$ cat src/rtl/tone_event_scheduler.sv
// tone_event_scheduler: queues game sound events one deep per class, arbitrates by
// fixed priority (Over > Score > Paddle > Wall) and drives the tone select/enable for
// a per-event duration, with optional silence between queued tones.
// Optional feature: define TONE_SCHED_MUTE_EN to add the mute input.
module tone_event_scheduler #(
  parameter int unsigned TICK_DIV   = 50000,
  parameter int unsigned DUR_WALL   = 40,
  parameter int unsigned DUR_PADDLE = 60,
  parameter int unsigned DUR_SCORE  = 250,
  parameter int unsigned DUR_OVER   = 800,
  parameter int unsigned GAP        = 20
) (
  input  logic       clock,
  input  logic       rst_n,
  input  logic       evWall,
  input  logic       evPaddle,
  input  logic       evScore,
  input  logic       evOver,
`ifdef TONE_SCHED_MUTE_EN
  input  logic       mute,
`endif
  output logic [1:0] toneSelect,
  output logic       toneActive,
  output logic       busy
);

  // Duration counter also times the gap, so it must hold the largest of all lengths.
  localparam int unsigned MaxWP  = (DUR_WALL > DUR_PADDLE) ? DUR_WALL : DUR_PADDLE;
  localparam int unsigned MaxSO  = (DUR_SCORE > DUR_OVER) ? DUR_SCORE : DUR_OVER;
  localparam int unsigned MaxDur = (MaxWP > MaxSO) ? MaxWP : MaxSO;
  localparam int unsigned DurMax = (MaxDur > GAP) ? MaxDur : GAP;
  localparam int unsigned DurW   = $clog2(DurMax + 1);
  localparam int unsigned PreW   = (TICK_DIV > 1) ? $clog2(TICK_DIV) : 1;

  localparam logic [PreW-1:0] PreLast = PreW'(TICK_DIV - 1);
  localparam logic [DurW-1:0] DurOne  = DurW'(1);

  typedef enum logic [1:0] {StIdle, StPlay, StGap} state_e;

  state_e            r_state, w_state_next;
  logic [3:0]        r_pend, w_pend_next;   // bit index = tone code
  logic [1:0]        r_sel, w_sel_next;
  logic [DurW-1:0]   r_dur, w_dur_next;
  logic [PreW-1:0]   r_pre, w_pre_next;

  logic              w_mute;
  logic [3:0]        w_ev;
  logic [1:0]        w_top;
  logic              w_any;
  logic              w_wrap;
  logic              w_cnt_end;
  logic              w_launch;

`ifdef TONE_SCHED_MUTE_EN
  assign w_mute = mute;
`else
  assign w_mute = 1'b0;
`endif

  assign w_ev      = {evOver, evScore, evPaddle, evWall} & {4{~w_mute}};
  assign w_any     = |r_pend;
  assign w_wrap    = (r_pre == PreLast);
  assign w_cnt_end = w_wrap && (r_dur == DurOne);

  function automatic logic [DurW-1:0] dur_of(input logic [1:0] idx);
    logic [DurW-1:0] d;
    unique case (idx)
      2'd0:    d = DurW'(DUR_WALL);
      2'd1:    d = DurW'(DUR_PADDLE);
      2'd2:    d = DurW'(DUR_SCORE);
      default: d = DurW'(DUR_OVER);
    endcase
    return d;
  endfunction

  // Highest-priority pending event.
  always_comb begin
    w_top = 2'd0;
    if (r_pend[3])      w_top = 2'd3;
    else if (r_pend[2]) w_top = 2'd2;
    else if (r_pend[1]) w_top = 2'd1;
    else                w_top = 2'd0;
  end

  // Next-state logic: sequencing, preemption, launch and pending-bit bookkeeping.
  always_comb begin
    w_state_next = r_state;
    w_pend_next  = r_pend;
    w_sel_next   = r_sel;
    w_dur_next   = r_dur;
    w_pre_next   = r_pre;
    w_launch     = 1'b0;

    unique case (r_state)
      StIdle: begin
        if (w_any) w_launch = 1'b1;
      end
      StPlay: begin
        if (w_any && (w_top > r_sel)) begin
          w_launch = 1'b1;
        end else if (w_cnt_end) begin
          if (w_any && (GAP != 0)) begin
            w_state_next = StGap;
            w_dur_next   = DurW'(GAP);
            w_pre_next   = '0;
          end else if (w_any) begin
            w_launch = 1'b1;             // contiguous back-to-back tone
          end else begin
            w_state_next = StIdle;
            w_dur_next   = '0;
            w_pre_next   = '0;
          end
        end else if (w_wrap) begin
          w_pre_next = '0;
          w_dur_next = r_dur - DurOne;
        end else begin
          w_pre_next = r_pre + PreW'(1);
        end
      end
      StGap: begin
        if (w_cnt_end) begin
          if (w_any) begin
            w_launch = 1'b1;
          end else begin
            w_state_next = StIdle;
            w_dur_next   = '0;
            w_pre_next   = '0;
          end
        end else if (w_wrap) begin
          w_pre_next = '0;
          w_dur_next = r_dur - DurOne;
        end else begin
          w_pre_next = r_pre + PreW'(1);
        end
      end
      default: begin
        w_state_next = StIdle;
      end
    endcase

    if (w_launch) begin
      w_state_next       = StPlay;
      w_sel_next         = w_top;
      w_dur_next         = dur_of(w_top);
      w_pre_next         = '0;
      w_pend_next[w_top] = 1'b0;
      if (w_top == 2'd3) w_pend_next = '0;   // game over flushes lower events
    end

    // Pulses on the launch edge survive the clear.
    w_pend_next = w_pend_next | w_ev;

    if (w_mute) begin
      w_state_next = StIdle;
      w_pend_next  = '0;
      w_dur_next   = '0;
      w_pre_next   = '0;
    end
  end

  // State and counter registers.
  always_ff @(posedge clock or negedge rst_n) begin
    if (!rst_n) begin
      r_state <= StIdle;
      r_pend  <= '0;
      r_sel   <= 2'b00;
      r_dur   <= '0;
      r_pre   <= '0;
    end else begin
      r_state <= w_state_next;
      r_pend  <= w_pend_next;
      r_sel   <= w_sel_next;
      r_dur   <= w_dur_next;
      r_pre   <= w_pre_next;
    end
  end

  assign toneSelect = r_sel;
  assign toneActive = (r_state == StPlay);
  assign busy       = (r_state != StIdle) || w_any;

endmodule
$ cat config.mk
export PLATFORM = sky130hd
export DESIGN_NAME = tone_event_scheduler
export DESIGN_NICKNAME = d
export VERILOG_FILES = /design/src/rtl/tone_event_scheduler.sv
export SDC_FILE = /design/constraint.sdc
export NUM_CORES = 1
export LEC_CHECK = 0
export CORE_MARGIN = 10
export CORE_UTILIZATION = 50
export DETAILED_ROUTE_END_ITERATION = 8
export HOLD_SLACK_MARGIN = 0.02
export PLACE_DENSITY_LB_ADDON = 0.2
export RECOVER_POWER = 100
export SLEW_MARGIN = 20
export SYNTH_ARGS = -nofsm -noshare
export SYNTH_HDL_FRONTEND = slang
export SYNTH_SLANG_ARGS = --single-unit
$ cat constraint.sdc
create_clock -name clock -period 2.7 [get_ports clock]
set_clock_uncertainty 0.15 [all_clocks]
set_input_delay 0.54 -clock clock [delete_from_list [all_inputs] [get_ports clock]]
set_output_delay 0.54 -clock clock [all_outputs]
set_load 0.005 [all_outputs]
==> reports/metrics.yaml, run 1 <==
status: "finished, final reports clean"
fin_nets: 266
clock_path_buffers: 2
clkPwrFrac_pct: 15.6
cts_tree: "yes"
layout_common_cells: "dfrtp_1 (34), nor2_1 (26), nand2_1 (19)"
grt_max_degree: 35
cp-end-kind: "register"
path_max_fanout: 4
drc_errors: 0
wirelength_um: 4450
routed_via_density: 5.70
synth-main-ff-cell: "dfrtp_1"
rows: 23
p_sw_share_pct: 41.9
powerDensity_nw_per_um2: 994
dr.pass1.iters: 5
leakage_uw: 0.00102
setup_viol: 0
maxSlewHeadroom_pct: 40.7
die_w_um: 83.7
start_kind: "register"
met1_usage_pct: 16.3
hold_viol: 0
async_flop_share_pct: 100
syn_nets: 242
ff2ff_setup_slack_ns: 0.18
report.final.slew_viol_count: 0
grt_busiest_layer: "met2"
die_area_sq_um: 7000
grt_overflow_total: 0
diodes: 0
final.min_clock_period_ns: 2.52
ys.warnings.count: 0
ir_worst_vdd_v: 0.000471
critical-path-slowest-cell: "or4_4"
io_buffers: 9
finalNonFillerCells: 300
cp.arrival_ns: 2.59
numCtsBuffers: 5
postLayoutSetupSlackWorst_ns: 0.181
initial_core_util_pct: 51.0
synth-seq-cells: 34
drive_above_1_share_pct: 12.4
grtUsageMet2_pct: 19.0
gr-usage-met3_pct: 3.91
seq_area_frac_synth_pct: 42.0
worstPathCellList: "ha_1 -> or3b_2 -> or4_4 -> nor3_4 -> o21ai_1 -> or3_1 -> o211ai_1"
antenna_found_initial: 0
grt_pass1_vias: 1642
io_pins: 10
p_int_uw: 1360
dp_hpwl_um: 3160
synth_area_sq_um: 2030
critPathMaxStageDelay_ns: 0.54
num_vias: 1709
finalCritPeriodShare_pct: 93.3
hold_path.class: "reg2reg"
synth-edff-count: 0
ant_nets: 0
fmax_ghz: 0.397
postCtsSetupRepairBufs: 0
syn_area_per_cell_sq_um: 8.96
maxCapViolCount: 0
clock-sinks: 34
p_seq_share_pct: 31.7
crit_type: "reg2reg"
final_common_cell: "dfrtp_1"
path_clk_slew_ns: 0.07
fp.coreArea_sq_um: 3970
grt_util_all_layers_pct: 12.9
drt-wirelength-per-cell_um: 14.8
dp_slack_ns: 0.130
cts-root-buf: "clkbuf_8"
whs_ns: 0.349
h-tree-depth: 2
drt_iter0_drc: 161
grt_pass1_wl_um: 7690
netlist-cell-type-count: 42
dp_cells: 293
critical_path_required_ns: 2.77
synthCells: 226
combPwrFrac_pct: 52.7
gp_congestion: 0.877
p_sw_uw: 978
syn_to_final_growth_pct: 15.9
die_y_um: 83.7
worst_slew_pin_slew_ns: 0.889
clock_latency_ns: 0.29
-- synthesized netlist by cell type, drive strengths merged, types with 5 or more instances --
cell / number / area share (%)
nand3: 10 / 2.5
clkbuf: 6 / 1.1
ha: 10 / 6.2
inv: 8 / 1.5
xnor2: 7 / 3.0
nand4: 8 / 2.5
a21oi: 10 / 2.5
nand2b: 7 / 2.2
nor2b: 7 / 2.2
nand2: 19 / 3.5
dfrtp: 34 / 42
o21ai: 17 / 4.2
xor2: 7 / 3.0
and3: 5 / 1.5
nor2: 27 / 5.0
-- worst max-delay path, delay by kind of cell (launching register included) --
kind,cells,cell delay [ns]
simple gates,4,1.55
compound gates,2,0.18
flops,1,0.38
fa+ha+maj,1,0.18
-- layer usage --
metal | vias up | wire [um]
met5 | - | 0
met4 | 0 | 97
met3 | 12 | 233
met2 | 42 | 1990
met1 | 808 | 2120
li1 | 847 | -
-- kinds of logic after synthesis --
| group | Yosys count | synth area share [%] |
|---|---|---|
| buffers and inverters | 16 | 3.21 |
| AO/OA/AOI/OAI | 46 | 14.0 |
| AND/OR/NAND/NOR | 106 | 28.5 |
| XOR/XNOR | 14 | 6.05 |
| adder cells (fa/ha/maj) | 10 | 6.18 |
| flip-flops | 34 | 42.0 |
-- layout make-up --
class	instances	area, sq um
Tap cell	50	62.6
Inverter	8	30.0
Fill cell	353	1620
Clock buffer	7	76.3
Sequential cell	34	851
Timing Repair Buffer	25	208
Multi-Input combinational cell	176	1120
-- registers in the layout, summed over array words and instances (netlist names) --
signal / cells
r_pend: 4
toneSelect: 2
r_dur: 10
r_state: 2
r_pre: 16
-- per-stage QoR --
| stage | utilization, % | area [sq um] | power [uW] | TNS, ns |
|---|---|---|---|---|
| final | 59.1 | 2350 | 2330 | 0 |
| after global routing | 59.1 | 2350 | 2560 | -0.00568 |
| after CTS | 59.0 | 2340 | 2340 | 0 |
| after detailed placement | 57.0 | 2260 | 1970 | 0 |
| after global placement | 57.0 | 2260 | 1960 | 0 |
| after floorplan | - | 2030 | 1540 | 0 |
-- power groups by stage --
| stage | registers (uW) | clock network (uW) | logic, uW |
|---|---|---|---|
| 6_report | 740 | 365 | 1230 |
| 5_1_grt | 758 | 394 | 1400 |
| 3_5_place_dp | 743 | 0 | 1230 |
| 3_3_place_gp | 744 | 0 | 1220 |
| 4_1_cts | 737 | 372 | 1230 |
| 2_1_floorplan | 720 | 0 | 824 |
-- worst paths after layout --
check / startpoint / to / cells after the start
min reg2reg: toneSelect[1] / toneSelect[1] / 2
max in group asynchronous: rst_n / r_dur[0] / 2
min: toneSelect[1] / toneSelect[1] / 2
max: r_pre[0] / r_dur[3] / 7
max reg2reg: r_pre[0] / r_dur[3] / 7
min in group asynchronous: rst_n / r_pend[0] / 2
-- timing repair --
action | CTS | global route
pin swaps | 0 | 1
hold endpoints to repair | 0 | 0
endpoints found under the setup margin | 1 | 23
hold buffers | 0 | 0
gates resized for setup | 1 | 4
No activity file was read; power rests on OpenSTA's default activity.
==> run 2, diff against run 1 <==
--- a/config.mk
+++ b/config.mk
@@ -11,7 +11,6 @@
 export HOLD_SLACK_MARGIN = 0.02
 export PLACE_DENSITY_LB_ADDON = 0.2
 export RECOVER_POWER = 100
-export SLEW_MARGIN = 20
 export SYNTH_ARGS = -nofsm -noshare
 export SYNTH_HDL_FRONTEND = slang
 export SYNTH_SLANG_ARGS = --single-unit
==> results of run 2 <==
Final layout, timing and power as in run 1 (identical DEF).
==> run 3, diff against run 2 <==
--- a/config.mk
+++ b/config.mk
@@ -11,6 +11,7 @@
 export HOLD_SLACK_MARGIN = 0.02
 export PLACE_DENSITY_LB_ADDON = 0.2
 export RECOVER_POWER = 100
+export SLEW_MARGIN = 15
 export SYNTH_ARGS = -nofsm -noshare
 export SYNTH_HDL_FRONTEND = slang
 export SYNTH_SLANG_ARGS = --single-unit
==> results of run 3 <==
Final layout, timing and power as in run 1 (identical DEF).
